<file path="src/rtl/mac_16_feeder_pkg.sv">
// Shared constants and FSM state type for the MAC feeder.
package mac_16_feeder_pkg;

  localparam int unsigned DATA_W = 32;
  localparam int unsigned TAPS   = 16;
  localparam int unsigned WD_MAX = 64;

  typedef enum logic [1:0] {
    FILL,
    ISSUE,
    WAIT,
    HOLD
  } state_t;

endpackage

</file>
<file path="src/rtl/mac_16_feeder_tap_window.sv">
// TAPS x DATA_W shift register; tap 0 (LSBs) holds the newest sample.
module tap_window #(
  parameter int unsigned DATA_W = mac_16_feeder_pkg::DATA_W,
  parameter int unsigned TAPS   = mac_16_feeder_pkg::TAPS
) (
  input  logic                     clk,
  input  logic                     reset,
  input  logic                     i_clr,
  input  logic                     i_en,
  input  logic [DATA_W-1:0]        i_din,
  output logic [TAPS*DATA_W-1:0]   o_taps
);

  logic [TAPS*DATA_W-1:0] r_taps;

  always_ff @(posedge clk) begin
    if (!reset || i_clr) begin
      r_taps <= '0;
    end else if (i_en) begin
      r_taps <= {r_taps[(TAPS-1)*DATA_W-1:0], i_din};
    end
  end

  assign o_taps = r_taps;

endmodule

</file>
<file path="src/rtl/mac_16_feeder.sv">
// Collects a sliding sample window, launches the MAC core on each fresh
// window, and hands its result downstream with a watchdog on the wait.
module mac_16_feeder #(
  parameter int unsigned DATA_W = mac_16_feeder_pkg::DATA_W,
  parameter int unsigned TAPS   = mac_16_feeder_pkg::TAPS,
  parameter int unsigned WD_MAX = mac_16_feeder_pkg::WD_MAX
) (
  input  logic                     clk,
  input  logic                     reset,
  input  logic [DATA_W-1:0]        s_data,
  input  logic                     s_valid,
  output logic                     s_ready,
  input  logic                     flush,
  output logic [TAPS*DATA_W-1:0]   taps,
  output logic                     mac_start,
  input  logic                     mac_busy,
  input  logic                     mac_valid,
  input  logic [DATA_W-1:0]        mac_result,
  output logic [DATA_W-1:0]        r_data,
  output logic                     r_valid,
  input  logic                     r_ready,
  output logic [15:0]              res_cnt,
  output logic                     wd_err
);

  import mac_16_feeder_pkg::*;

  localparam int unsigned CNT_W = $clog2(TAPS + 1);
  localparam int unsigned WD_W  = $clog2(WD_MAX + 1);

  state_t              r_state;
  state_t              w_next;
  logic [CNT_W-1:0]    r_fill_cnt;
  logic                r_fresh;
  logic [WD_W-1:0]     r_wd;
  logic [DATA_W-1:0]   r_result;
  logic [15:0]         r_res_cnt;
  logic                r_wd_err;

  logic w_full, w_go, w_take, w_expire, w_accept, w_clr;

  assign w_full = (r_fill_cnt == CNT_W'(TAPS));

  always_comb begin
    w_next    = r_state;
    s_ready   = 1'b0;
    mac_start = 1'b0;
    r_valid   = 1'b0;
    w_go      = 1'b0;
    w_take    = 1'b0;
    w_expire  = 1'b0;
    case (r_state)
      FILL: begin
        // Launch cycle refuses samples so the window stays exactly as issued.
        w_go    = w_full && r_fresh && !mac_busy && !flush;
        s_ready = !w_go;
        if (w_go) w_next = ISSUE;
      end
      ISSUE: begin
        mac_start = 1'b1;
        w_next    = WAIT;
      end
      WAIT: begin
        if (mac_valid) begin
          w_take = 1'b1;
          w_next = HOLD;
        end else if (r_wd == WD_W'(WD_MAX - 1)) begin
          w_expire = 1'b1;
          w_next   = FILL;
        end
      end
      HOLD: begin
        r_valid = 1'b1;
        if (r_ready) w_next = FILL;
      end
      default: w_next = FILL;
    endcase
    if (!reset) begin
      s_ready   = 1'b0;
      mac_start = 1'b0;
      r_valid   = 1'b0;
    end
  end

  assign w_clr    = (r_state == FILL) && flush;
  assign w_accept = s_valid && s_ready && !flush;

  always_ff @(posedge clk) begin
    if (!reset) r_state <= FILL;
    else        r_state <= w_next;
  end

  always_ff @(posedge clk) begin
    if (!reset) begin
      r_fill_cnt <= '0;
      r_fresh    <= 1'b0;
      r_wd       <= '0;
      r_result   <= '0;
      r_res_cnt  <= '0;
      r_wd_err   <= 1'b0;
    end else begin
      if (w_clr) begin
        r_fill_cnt <= '0;
        r_fresh    <= 1'b0;
      end else if (w_accept) begin
        if (!w_full) r_fill_cnt <= r_fill_cnt + CNT_W'(1);
        r_fresh <= 1'b1;
      end else if (r_state == ISSUE) begin
        r_fresh <= 1'b0;
      end
      if (r_state == ISSUE)     r_wd <= '0;
      else if (r_state == WAIT) r_wd <= r_wd + WD_W'(1);
      if (w_take)   r_result <= mac_result;
      if (w_expire) r_wd_err <= 1'b1;
      if (r_state == HOLD && r_ready) r_res_cnt <= r_res_cnt + 16'd1;
    end
  end

  tap_window #(
    .DATA_W (DATA_W),
    .TAPS   (TAPS)
  ) u_tap_window (
    .clk    (clk),
    .reset  (reset),
    .i_clr  (w_clr),
    .i_en   (w_accept),
    .i_din  (s_data),
    .o_taps (taps)
  );

  assign r_data  = r_result;
  assign res_cnt = r_res_cnt;
  assign wd_err  = r_wd_err;

endmodule

</file>
<file path="config.mk">
export PLATFORM = sky130hd
export DESIGN_NAME = mac_16_feeder
export DESIGN_NICKNAME = d
export VERILOG_FILES = /design/src/rtl/mac_16_feeder_pkg.sv /design/src/rtl/mac_16_feeder_tap_window.sv /design/src/rtl/mac_16_feeder.sv
export SDC_FILE = /design/constraint.sdc
export NUM_CORES = 1
export LEC_CHECK = 0
export BUFFER_PORTS_ARGS = -buffer_cell sky130_fd_sc_hd__clkbuf_2
export CELL_PAD_IN_SITES_DETAIL_PLACEMENT = 1
export CELL_PAD_IN_SITES_GLOBAL_PLACEMENT = 2
export CORE_MARGIN = 3
export CORE_UTILIZATION = 26
export DETAILED_ROUTE_END_ITERATION = 8
export GPL_ROUTABILITY_DRIVEN = 0
export HOLD_SLACK_MARGIN = 0.12
export PLACE_DENSITY_LB_ADDON = 0.1
export SYNTH_ARGS = -nofsm -noshare
export SYNTH_HDL_FRONTEND = slang
export SYNTH_SLANG_ARGS = --single-unit
</file>
<file path="constraint.sdc">
create_clock -name clk -period 2.1 [get_ports clk]
set_clock_uncertainty 0.1 [all_clocks]
set_input_delay 0.315 -clock clk [delete_from_list [all_inputs] [get_ports clk]]
set_output_delay 0.315 -clock clk [all_outputs]
set_load 0.02 [all_outputs]
</file>
Word level (Yosys, flattened, before mapping) --
Index checks and enable logic that the tools add are counted.
Cells by class: shift operators 0, divide/modulo/power cells 0, equality and inequality tests 8, order comparisons 0, reductions and logical operators 18, bitwise logic cells 2, add/subtract/negate cells 3, multiply operators 0, mux-type cells 18
Operator list (count):
- $add 16x1->16 const B | 1
- $mux 1 | 13
- $mux 2 | 4
- $pmux 2 s4 | 1
- $add 7x1->7 const B | 1
- $eq 7x6->1 const B | 1
- $logic_and 1x1->1 | 7
- $add 5x1->5 const B | 1
- $eq 5x5->1 const B | 1
- $eq 2x2->1 const B | 2
- $logic_not 1->1 | 4
- $ne 2x2->1 const B | 2
- $reduce_or 2->1 | 2
- $ne 3x3->1 const B | 1
- $reduce_and 3->1 | 1
- $eq 2x1->1 const B | 1
- $logic_not 2->1 | 1
- $not 1->1 | 2
- $reduce_and 2->1 | 1
- $reduce_bool 2->1 | 1
- $logic_or 1x1->1 | 1
Word-level totals: flip-flop bits (word level) 576, latch bits 0, RAM bits 0, memories kept 0, logic and storage cells 57, input port bits 71, memory bits (read-only) 0, output and inout bits 564

Longest topological paths before layout --
Gate-level depths: netlist of the first run.
word-level depth 10, mapped depth 9, depth with buffers taken out 6

Hierarchy --
From an unflattened synthesis of the first run, not the netlist that was laid out.
Unflattened totals: cells, all modules 1983, area, all modules 21200.3 µm²
By module, submodules not included:
- tap_window | area each 18438.9 µm², cells each 1651, seq. area each 10249.8 µm², instances 1
- mac_16_feeder | area each 2761.4 µm², cells each 332, seq. area each 1281.2 µm², instances 1

Worst setup path before layout of the first run --
OpenSTA, ideal clock, no wires.
path type input-to-reg, from input reset, to register u_tap_window.r_taps[365] (netlist: u_tap_window.o_taps[365]), setup time 0.143 ns, stages on the path 9, data required time 1.857 ns, data arrival time 1.820 ns, buffers on the path 5, slack 0.037 ns, cells stage by stage buf_4 or3b_1 buf_2 a311o_1 buf_2 buf_2 buf_2 nand2_1 a21oi_2
Between the ends: cells in the longest elaborated chain, start to end 3, elaborated cells between the ends (all ways) 5, classes of those cells mux: 1; reduce/logical: 4
Ends and longest elaborated chain:
- start: declaration | line mac_16_feeder.sv:9 | input logic reset,
- $mux 1 | line mac_16_feeder.sv:78 | if (!reset) begin
- $logic_and 1x1->1 (2 in a row) | line mac_16_feeder.sv:86 | assign w_accept = s_valid && s_ready && !flush;
- end signal: assignment | line mac_16_feeder_tap_window.sv:20 | r_taps <= {r_taps[(TAPS-1)*DATA_W-1:0], i_din};
- end: declaration | line mac_16_feeder_tap_window.sv:14 | logic [TAPS*DATA_W-1:0] r_taps;
Parallel ways exist; a longest one is shown, timed or not. A chain may end at the register's enable or synchronous reset.

Worst setup path after layout of the first run --
from register r_fill_cnt[1], to register u_tap_window.r_taps[322] (netlist: u_tap_window.o_taps[322])
Between the ends: cells in the longest elaborated chain, start to end 9
Ends and longest elaborated chain:
- start: declaration | line mac_16_feeder.sv:33 | logic [CNT_W-1:0] r_fill_cnt;
- start signal: assignment | line mac_16_feeder.sv:106 | if (!w_full) r_fill_cnt <= r_fill_cnt + CNT_W'(1);
- $eq 5x5->1 | line mac_16_feeder.sv:42 | assign w_full = (r_fill_cnt == CNT_W'(TAPS));
- $logic_and 1x1->1 (3 in a row) | line mac_16_feeder.sv:55 | w_go = w_full && r_fresh && !mac_busy && !flush;
- $logic_not 1->1 | line mac_16_feeder.sv:56 | s_ready = !w_go;
- $mux 1 | line mac_16_feeder.sv:52 | case (r_state)
- $mux 1 | line mac_16_feeder.sv:78
- $logic_and 1x1->1 (2 in a row) | line mac_16_feeder.sv:86
Every way passes these cells.

==> flow_summary.yaml, run 1 <==
synthesis:
  yosysWarningCount: 0
  ys_async_sr_fraction_pct: 0
  post_synth.cell_area_avg_um2: 8.14
  yosysSeqAreaShare_pct: 55.7
  synth_enable_flop_cells: 0
  synth.largest_area_cell: "dfxtp_1"
  synth_top_cell_area_share_pct: 55.7
  syn-num-nets: 2620
  ys_top_cells_by_count: "1103 x nand2_1, 576 x dfxtp_1, 505 x a21oi_1"
  syn-cell-area_um2: 20700
  post_synth_main_area_contributors: "dfxtp_1 56%, nand2_1 20%, a21oi_1 12%, a21oi_2 2.1%, buf_6 1.8%"
  post_synthesis_instance_total: 2545
  synth_ff_type: "dfxtp_1"
  synth_seq_cells: 576
  post_synth_num_cell_types: 47
  yosys.cell_count.top_type: "nand2_1"
setup_path:
  cp_cell_sequence: "inv_2 -> ha_4 -> and4bb_2 -> buf_6 -> a311oi_4 -> buf_12 -> buf_12 -> buf_16 -> buf_12 -> clkbuf_16 -> nand2_2 -> a21oi_2"
  worstPathArrival_ns: 2.82
  worst-path-buf-inv: 7
  critical_path_class: "register to register"
  worst_path_max_delay_cell: "dfxtp_2"
  end_kind: "register"
  crit_top_cell: "buf_12"
  worst-endpoint-required_ns: 2.54
  cp_slowest_stage_delay_ns: 0.33
  worstPathMaxFanout: 8
  worst_setup_path_start_kind: "register"
  path_delay_family: "buffers and inverters"
floorplanning:
  placement_rows: 102
  floorplan.core_area_um2: 78200
  floorplan.die_area_um2: 83100
  fp.dieW_um: 288
  die_h_um: 288
  num_io_pins: 635
  initial_utilization_pct: 26.5
outcome:
  status: "complete, but fails checks"
  failed_checks: "negative setup slack"
global_route:
  grtUsageTotal_pct: 21.8
  grt-ovfl-total: 0
  first_global_vias: 21200
  grt_first_pass_wirelength_um: 138000
  antenna_found_initial: 0
  grt_max_degree: 107
clocking:
  clock_tree_from_tritoncts: "built"
  worst_skew_pair.late_latency_ns: 0.61
  total_cts_buffers: 71
  htree_num_levels: 3
  clock-sinks: 576
  cts-root-buf: "clkbuf_16"
  cts-root-to-sink-buffers: 3
  path_clk_slew_ns: 0.06
sta:
  worst_hold_slack_ns: 0.262
  relSlewSlack_pct: 49.1
  setup_repair_after_global_routing_missed_its_margin: "yes"
  worst-slew-pin-transition_ns: 0.763
  layout_setup_ws_ns: -0.283
  fin_tns_setup_ns: -81.64
  fmax_mhz: 420
  final.min_clock_period_ns: 2.38
  report.final.hold_viol_count: 0
  number_of_pins_exceeding_their_max_slew_limit_in_the_final_report: 0
  timing.final.setup_violations: 514
  fin_crit_sh_pct: 113
layout:
  n_antenna_cell: 0
  nets: 3459
  areaGrowthSynthToFinish_pct: 68.0
  sequential_cell_area_um2: 11500
  fraction_of_final_layout_cells_sized_beyond_drive_strength_1_pct: 46.1
  n_fill_cell: 8887
  multi_input_area_um2: 10600
pwr:
  power_density_nw_per_um2: 716
  worst_ir_drop_vdd_mv: 0.532
  total_leakage_power_nw: 14.9
drt:
  wl_per_cell_um: 22.8
  antenna_violating_nets_post_route: 0
  vias_per_cell: 4.70
  totalWireLength_um: 102000
  drt_first_iter_violations: 775
  drt_first_pass_iters: 5
  vias: 21000
  drcViolationCount: 0
place:
  portBuffers: 634
  hpwl_um: 63700
flow_run:
  max_cap_violations: 0
worst_hold_path:
  min_path_type: "primary input to register"
where the power goes:
group	internal, mW	switching [mW]
Clock	7.28	4.88
Combinational	0.854	0.931
Sequential	10.9	0.0117
Total	19.1	5.82
cell usage in the layout (no fill, tap or decap), drive strengths merged, types with 5 or more instances in the layout:
cell            n
dfxtp         576
clkbuf        798
nor2           28
dlygate4sd3    69
nand3           8
nand2b          6
xnor2          11
buf           196
nand2        1103
clkinv          8
nor4            5
inv             7
xor2            6
a21oi         555
nand4           6
logic make-up (layout without fill, tap and decap cells):
| logic type | Yosys count | count (layout) | synth area share (%) |
|---|---|---|---|
| flops | 576 | 576 | 55.7 |
| xor+xnor | 17 | 17 | 0.719 |
| compound gates | 567 | 567 | 14.8 |
| simple gates | 1180 | 1180 | 22.1 |
| mux | 5 | 5 | 0.248 |
| fa+ha+maj | 4 | 4 | 0.242 |
| buf+inv | 196 | 1081 | 6.26 |
worst register-to-register path, cell delays in order, from the launching register on:
cell       delay [ns]
dfxtp_2          0.33
inv_2            0.04
ha_4             0.14
and4bb_2         0.24
buf_6            0.13
a311oi_4         0.31
buf_12           0.18
buf_12           0.12
buf_16           0.15
buf_12           0.18
clkbuf_16        0.19
nand2_2          0.07
a21oi_2          0.13
final cells by class:
type,instances,area share [%]
multi-input cells,1773,30.6
inverters,6,0.0647
clock buffers,108,6.30
flip-flops and latches,576,33.2
repair buffers,956,25.9
well taps,1040,3.74
clock inverters,11,0.281
sequential cells by signal, summed over array words and instances, names as in the netlist:
signal	cells
r_data	32
r_fill_cnt	5
r_fresh	1
r_state	2
r_wd	7
res_cnt	16
u_tap_window.o_taps	512
wd_err	1
through the flow:
stage               total power [mW]  instances  setup WS [ns]  util (%)  area (µm²)
finish                          24.9       4470         -0.283      44.5       34800
global route                    25.8       4470         -0.360      44.5       34800
floorplan                       11.7       2545         0.0366         -       20700
detailed placement              12.0       4112         -0.225      32.0       25000
global placement                11.9       4112         -0.226      32.0       25000
CTS                             24.8       4395         -0.314      39.0       30500
metal layers:
metal  vias up  global-route usage (%)  part of all wire, %
met5         -                       0                    0
met4         0                    7.19                  3.2
met3       159                    7.19                  6.5
met2       478                    37.6                   50
met1     10400                    25.4                   40
li1       9991                       -                    -
path summary, 6_finish.rpt:
kind	slack, ns	to	startpoint	cells past startpoint
worst max register to register	-0.28	u_tap_window.o_taps[322]	r_fill_cnt[1]	12
worst min-delay path	0.26	r_fill_cnt[2]	s_valid	5
worst max-delay path	-0.28	u_tap_window.o_taps[322]	r_fill_cnt[1]	12
worst min register to register	0.35	r_data[0]	r_data[0]	2
repair_timing:
action / in CTS / in global routing
hold buffers: 69 / 0
pin swaps: 9 / 319
cloned: 55 / 66
resized for setup: 116 / 824
buffers inserted: 41 / 33
setup endpoints to repair: 464 / 516
hold endpoints to repair: 78 / 0
No activity file was read; power rests on OpenSTA's default activity.
==> run 2: changes to the inputs <==
- CTS_BUF_LIST: default -> sky130_fd_sc_hd__clkbuf_16
==> run 2 against run 1 <==
  * The flow still finishes with violations (negative setup slack)
  * Wire length is 0.33% lower
  * Count of clock-buffer cells in the layout is 32 lower
  * Total power is 2.9% lower
  * Combinational power hardly changed
  * Via count is 0.23% higher
  * Critical endpoint is now s_ready
  * Largest cell class unchanged
  * Largest power group unchanged
==> flow_summary.yaml, run 2 (synthesized netlist as in run 1, its figures left out) <==
outcome:
  status: "complete, but fails checks"
  failed_checks: "negative setup slack"
place:
  place_area_um2: 25000
  dp_worst_setup_slack_ns: -0.225
  hpwl_um: 63700
  portBuffers: 634
sta:
  fmax_mhz: 419
  final.min_clock_period_ns: 2.38
  timing.final.setup_violations: 512
  setup_repair_after_global_routing_missed_its_margin: "yes"
  worst-slew-pin-transition_ns: 0.616
  relSlewSlack_pct: 59.0
  fin_tns_setup_ns: -83.63
  number_of_pins_exceeding_their_max_slew_limit_in_the_final_report: 0
  layout_setup_ws_ns: -0.284
  report.final.hold_viol_count: 0
  fin_crit_sh_pct: 114
clocking:
  htree_num_levels: 3
  total_cts_buffers: 71
  worst_skew_pair.late_latency_ns: 0.61
  path_clk_slew_ns: 0.05
  cts-root-to-sink-buffers: 3
  clock-sinks: 576
  clock_tree_from_tritoncts: "built"
  cts-root-buf: "clkbuf_16"
setup_path:
  worstPathArrival_ns: 1.97
  worst_setup_path_start_kind: "register"
  worstPathMaxFanout: 2
  end_kind: "primary output"
  critical_path_class: "register to primary output"
  worst-endpoint-required_ns: 1.68
global_route:
  grtUsageTotal_pct: 21.3
  antenna_found_initial: 0
  grt_max_degree: 107
  grt_first_pass_wirelength_um: 136000
  grt-ovfl-total: 0
  groute.layer.met2.usage_pct: 36.8
  grt_util_met3_pct: 7.37
  first_global_vias: 21100
  grt_busiest_layer: "met2"
  use_met1_pct: 24.6
layout:
  fin_area_um2: 35100
  layout.cells.most_common_list: "730 x nand2_1, 633 x clkbuf_2, 574 x dfxtp_1"
  nets: 3454
  final_common_cell: "nand2_1"
  areaGrowthSynthToFinish_pct: 69.6
  fraction_of_final_layout_cells_sized_beyond_drive_strength_1_pct: 49.2
  n_antenna_cell: 0
  post_route_core_utilization_pct: 44.9
  largest_register_ff_count: 512
floorplanning:
  num_io_pins: 635
  fp.dieW_um: 288
  floorplan.core_area_um2: 78200
  die_h_um: 288
  floorplan.die_area_um2: 83100
  initial_utilization_pct: 26.5
  placement_rows: 102
drt:
  antenna_violating_nets_post_route: 0
  drt_first_pass_iters: 5
  vias_per_cell: 4.72
  drcViolationCount: 0
  wl_per_cell_um: 22.8
  vias: 21100
  drt_first_iter_violations: 749
  totalWireLength_um: 102000
worst_hold_path:
  min_path_type: "primary input to register"
pwr:
  worst_ir_drop_vdd_mv: 0.532
  power_density_nw_per_um2: 689
  total_leakage_power_nw: 15.2
flow_run:
  max_cap_violations: 0
## run 2: cell count changes in the layout (fill, tap and decap cells not counted), sizes merged
cell and change:
buf -8, bufbuf +1, clkbuf -30, clkinv +17, inv +15
## run 2: power by group
part           internal, mW  switching, mW
Clock                  6.58           4.86
Combinational         0.835          0.949
Sequential             10.9         0.0106
Total                  18.4           5.82
## run 2: per-stage QoR
stage | cells | total power, mW | hold slack (ns)
global placement | 4112 | 11.9 | 0.341
floorplan | 2545 | 11.7 | 0.351
CTS | 4374 | 23.9 | 0.218
finish | 4465 | 24.2 | 0.261
detailed placement | 4112 | 12.0 | 0.349
global route | 4465 | 25.0 | 0.254
## run 2: repair_timing
| action | in CTS | in global routing |
|---|---|---|
| resized for setup | 81 | 1034 |
| hold buffers | 69 | 0 |
| endpoints found under the setup margin | 464 | 516 |
| buffers inserted | 32 | 31 |
| pin swaps | 6 | 466 |
| gates cloned | 42 | 75 |
| hold endpoints to repair | 78 | 0 |
## run 2: path summary, 6_finish.rpt
check | startpoint | endpoint | slack [ns] | cells after the start
worst min-delay path | s_valid | r_fill_cnt[2] | 0.26 | 5
worst max register to register | r_fill_cnt[1] | u_tap_window.o_taps[149] | -0.26 | 11
worst max-delay path | r_fill_cnt[1] | s_ready | -0.28 | 7
worst min register to register | r_data[0] | r_data[0] | 0.35 | 2
## run 2: area by class of cell
cell class	instances	area, µm²
inverter	6	22.5
sequential	576	11500
multi-input combinational	1773	11300
tap	1040	1300
fill	8853	43100
clock buffer	76	1900
clock inverter	43	218
timing repair buffer	951	8820
## run 2: worst max-delay path, cell delays in order, from the launching register on
cell,delay [ns]
dfxtp_2,0.34
inv_2,0.05
ha_4,0.14
and4bb_2,0.24
buf_6,0.12
and4b_1,0.20
nor2_1,0.12
buf_4,0.17
## run 2: metal layers
layer	up-vias	part of all wire, %
li1	9968	-
met1	10500	40
met2	487	50
met3	155	7.1
met4	0	3.2
met5	-	0
==> run 3: changes to the inputs <==
- CORE_UTILIZATION: 26 -> 27
- CTS_BUF_LIST: sky130_fd_sc_hd__clkbuf_16 -> sky130_fd_sc_hd__clkbuf_8
==> run 3 against run 2 <==
  * Fmax down 2.1%
  * First-iteration DRC count is 16% higher
  * Largest power group is now sequential cells
  * Critical path depth up 5
  * Wire length is 5.3% lower
  * Register-to-register slack lost 0.08 ns
  * Clock power shrank 4%
  * The run still ends with negative setup slack left
  * Design area down 6.8%
==> flow_summary.yaml, run 3 (synthesized netlist as in run 1, its figures left out) <==
layout:
  final_common_cell: "nand2_1"
  n_fill_cell: 8837
  areaGrowthSynthToFinish_pct: 57.9
  nets: 3494
  fraction_of_final_layout_cells_sized_beyond_drive_strength_1_pct: 40.3
  layout.cells.most_common_list: "921 x nand2_1, 632 x clkbuf_2, 574 x dfxtp_1"
  fin_area_um2: 32700
  post_layout_nonfiller_instances: 4529
  largest_register_ff_count: 512
setup_path:
  critical_path_class: "register to register"
  worst_setup_path_start_kind: "register"
  worstPathArrival_ns: 2.90
  worstPathMaxFanout: 7
  worst-endpoint-required_ns: 2.57
  end_kind: "register"
clocking:
  htree_num_levels: 3
  clock-sinks: 576
  cts-root-to-sink-buffers: 3
  cts-root-buf: "clkbuf_8"
  total_cts_buffers: 105
  clock_tree_from_tritoncts: "built"
  worst_skew_pair.late_latency_ns: 0.72
  path_clk_slew_ns: 0.06
place:
  place_inst: 4125
  place_area_um2: 25400
  portBuffers: 634
  hpwl_um: 63900
sta:
  report.final.hold_viol_count: 0
  final.min_clock_period_ns: 2.44
  timing.final.setup_violations: 514
  setup_repair_after_global_routing_missed_its_margin: "yes"
  number_of_pins_exceeding_their_max_slew_limit_in_the_final_report: 0
  layout_setup_ws_ns: -0.336
  fin_crit_sh_pct: 116
  worst-slew-pin-transition_ns: 0.594
  fmax_mhz: 411
  relSlewSlack_pct: 60.4
  fin_tns_setup_ns: -108.17
drt:
  totalWireLength_um: 96300
  vias: 20900
  vias_per_cell: 4.62
  drt_first_iter_violations: 869
  drt_first_pass_iters: 5
  drcViolationCount: 0
  antenna_violating_nets_post_route: 0
  wl_per_cell_um: 21.3
global_route:
  first_global_vias: 21400
  grt_first_pass_wirelength_um: 133000
  grt_max_degree: 55
  antenna_found_initial: 3
  grt-ovfl-total: 0
  grtUsageTotal_pct: 21.4
floorplanning:
  fp.dieW_um: 283
  floorplan.core_area_um2: 75200
  placement_rows: 100
  initial_utilization_pct: 27.5
  floorplan.die_area_um2: 80100
  die_h_um: 283
  num_io_pins: 635
outcome:
  status: "complete, but fails checks"
  failed_checks: "negative setup slack"
worst_hold_path:
  min_path_type: "primary input to register"
flow_run:
  max_cap_violations: 0
pwr:
  worst_ir_drop_vdd_mv: 0.487
  power_density_nw_per_um2: 717
  total_leakage_power_nw: 13.1
-- run 3: layout make-up --
| cell class | count | area [µm²] | area share [%] |
|---|---|---|---|
| Sequential cell | 576 | 11500 | 35.3 |
| Antenna cell | 2 | 5.00 | 0.0153 |
| Clock inverter | 63 | 358 | 1.09 |
| Clock buffer | 132 | 1820 | 5.55 |
| Timing Repair Buffer | 957 | 8370 | 25.6 |
| Tap cell | 1020 | 1280 | 3.90 |
| Inverter | 6 | 22.5 | 0.0689 |
| Multi-Input combinational cell | 1773 | 9330 | 28.5 |
-- run 3: metal layers --
layer / GRT usage, % / share of wire [%] / vias up
met2: 37.5 / 51 / 501
met1: 23.9 / 39 / 10200
met4: 7.12 / 3.0 / 2
met5: 0 / 0.014 / -
li1: - / - / 10100
met3: 7.85 / 7.2 / 152
-- run 3: worst paths after layout --
| path | startpoint | end | slack (ns) | cells after the start |
|---|---|---|---|---|
| max | r_fill_cnt[0] | u_tap_window.o_taps[466] | -0.34 | 12 |
| min | s_data[18] | u_tap_window.o_taps[18] | 0.28 | 4 |
| max reg2reg | r_fill_cnt[0] | u_tap_window.o_taps[466] | -0.34 | 12 |
| min reg2reg | u_tap_window.o_taps[77] | u_tap_window.o_taps[109] | 0.34 | 2 |
-- run 3: power breakdown --
part | switching, mW | internal [mW]
clock | 5.04 | 5.93
combinational | 0.796 | 0.752
sequential | 0.00990 | 10.9
-- run 3: timing repair --
item	CTS	global route
resized for setup	101	460
hold endpoints to repair	94	0
hold buffers	71	0
pin swaps	9	164
setup buffers	30	32
setup endpoints to repair	388	519
cloned	32	56
-- run 3: stage by stage --
stage / hold WS (ns) / setup slack [ns] / util [%] / power, mW
global placement: 0.342 / -0.0733 / 33.7 / 12.0
floorplan: 0.351 / 0.0366 / - / 11.7
finish: 0.277 / -0.336 / 43.5 / 23.5
global route: 0.230 / -0.395 / 43.5 / 24.4
CTS: 0.203 / -0.331 / 39.7 / 23.5
detailed placement: 0.348 / -0.124 / 33.7 / 12.0
-- run 3: worst max-delay path, cell delays in order, from the launching register on --
cell and delay [ns]:
dfxtp_2 0.34, inv_2 0.05, ha_4 0.14, and4bb_2 0.24
buf_6 0.13, buf_6 0.11, a311o_2 0.43, buf_12 0.18
buf_12 0.14, clkbuf_16 0.16, clkbuf_16 0.17, nand2_1 0.07
a21oi_1 0.07
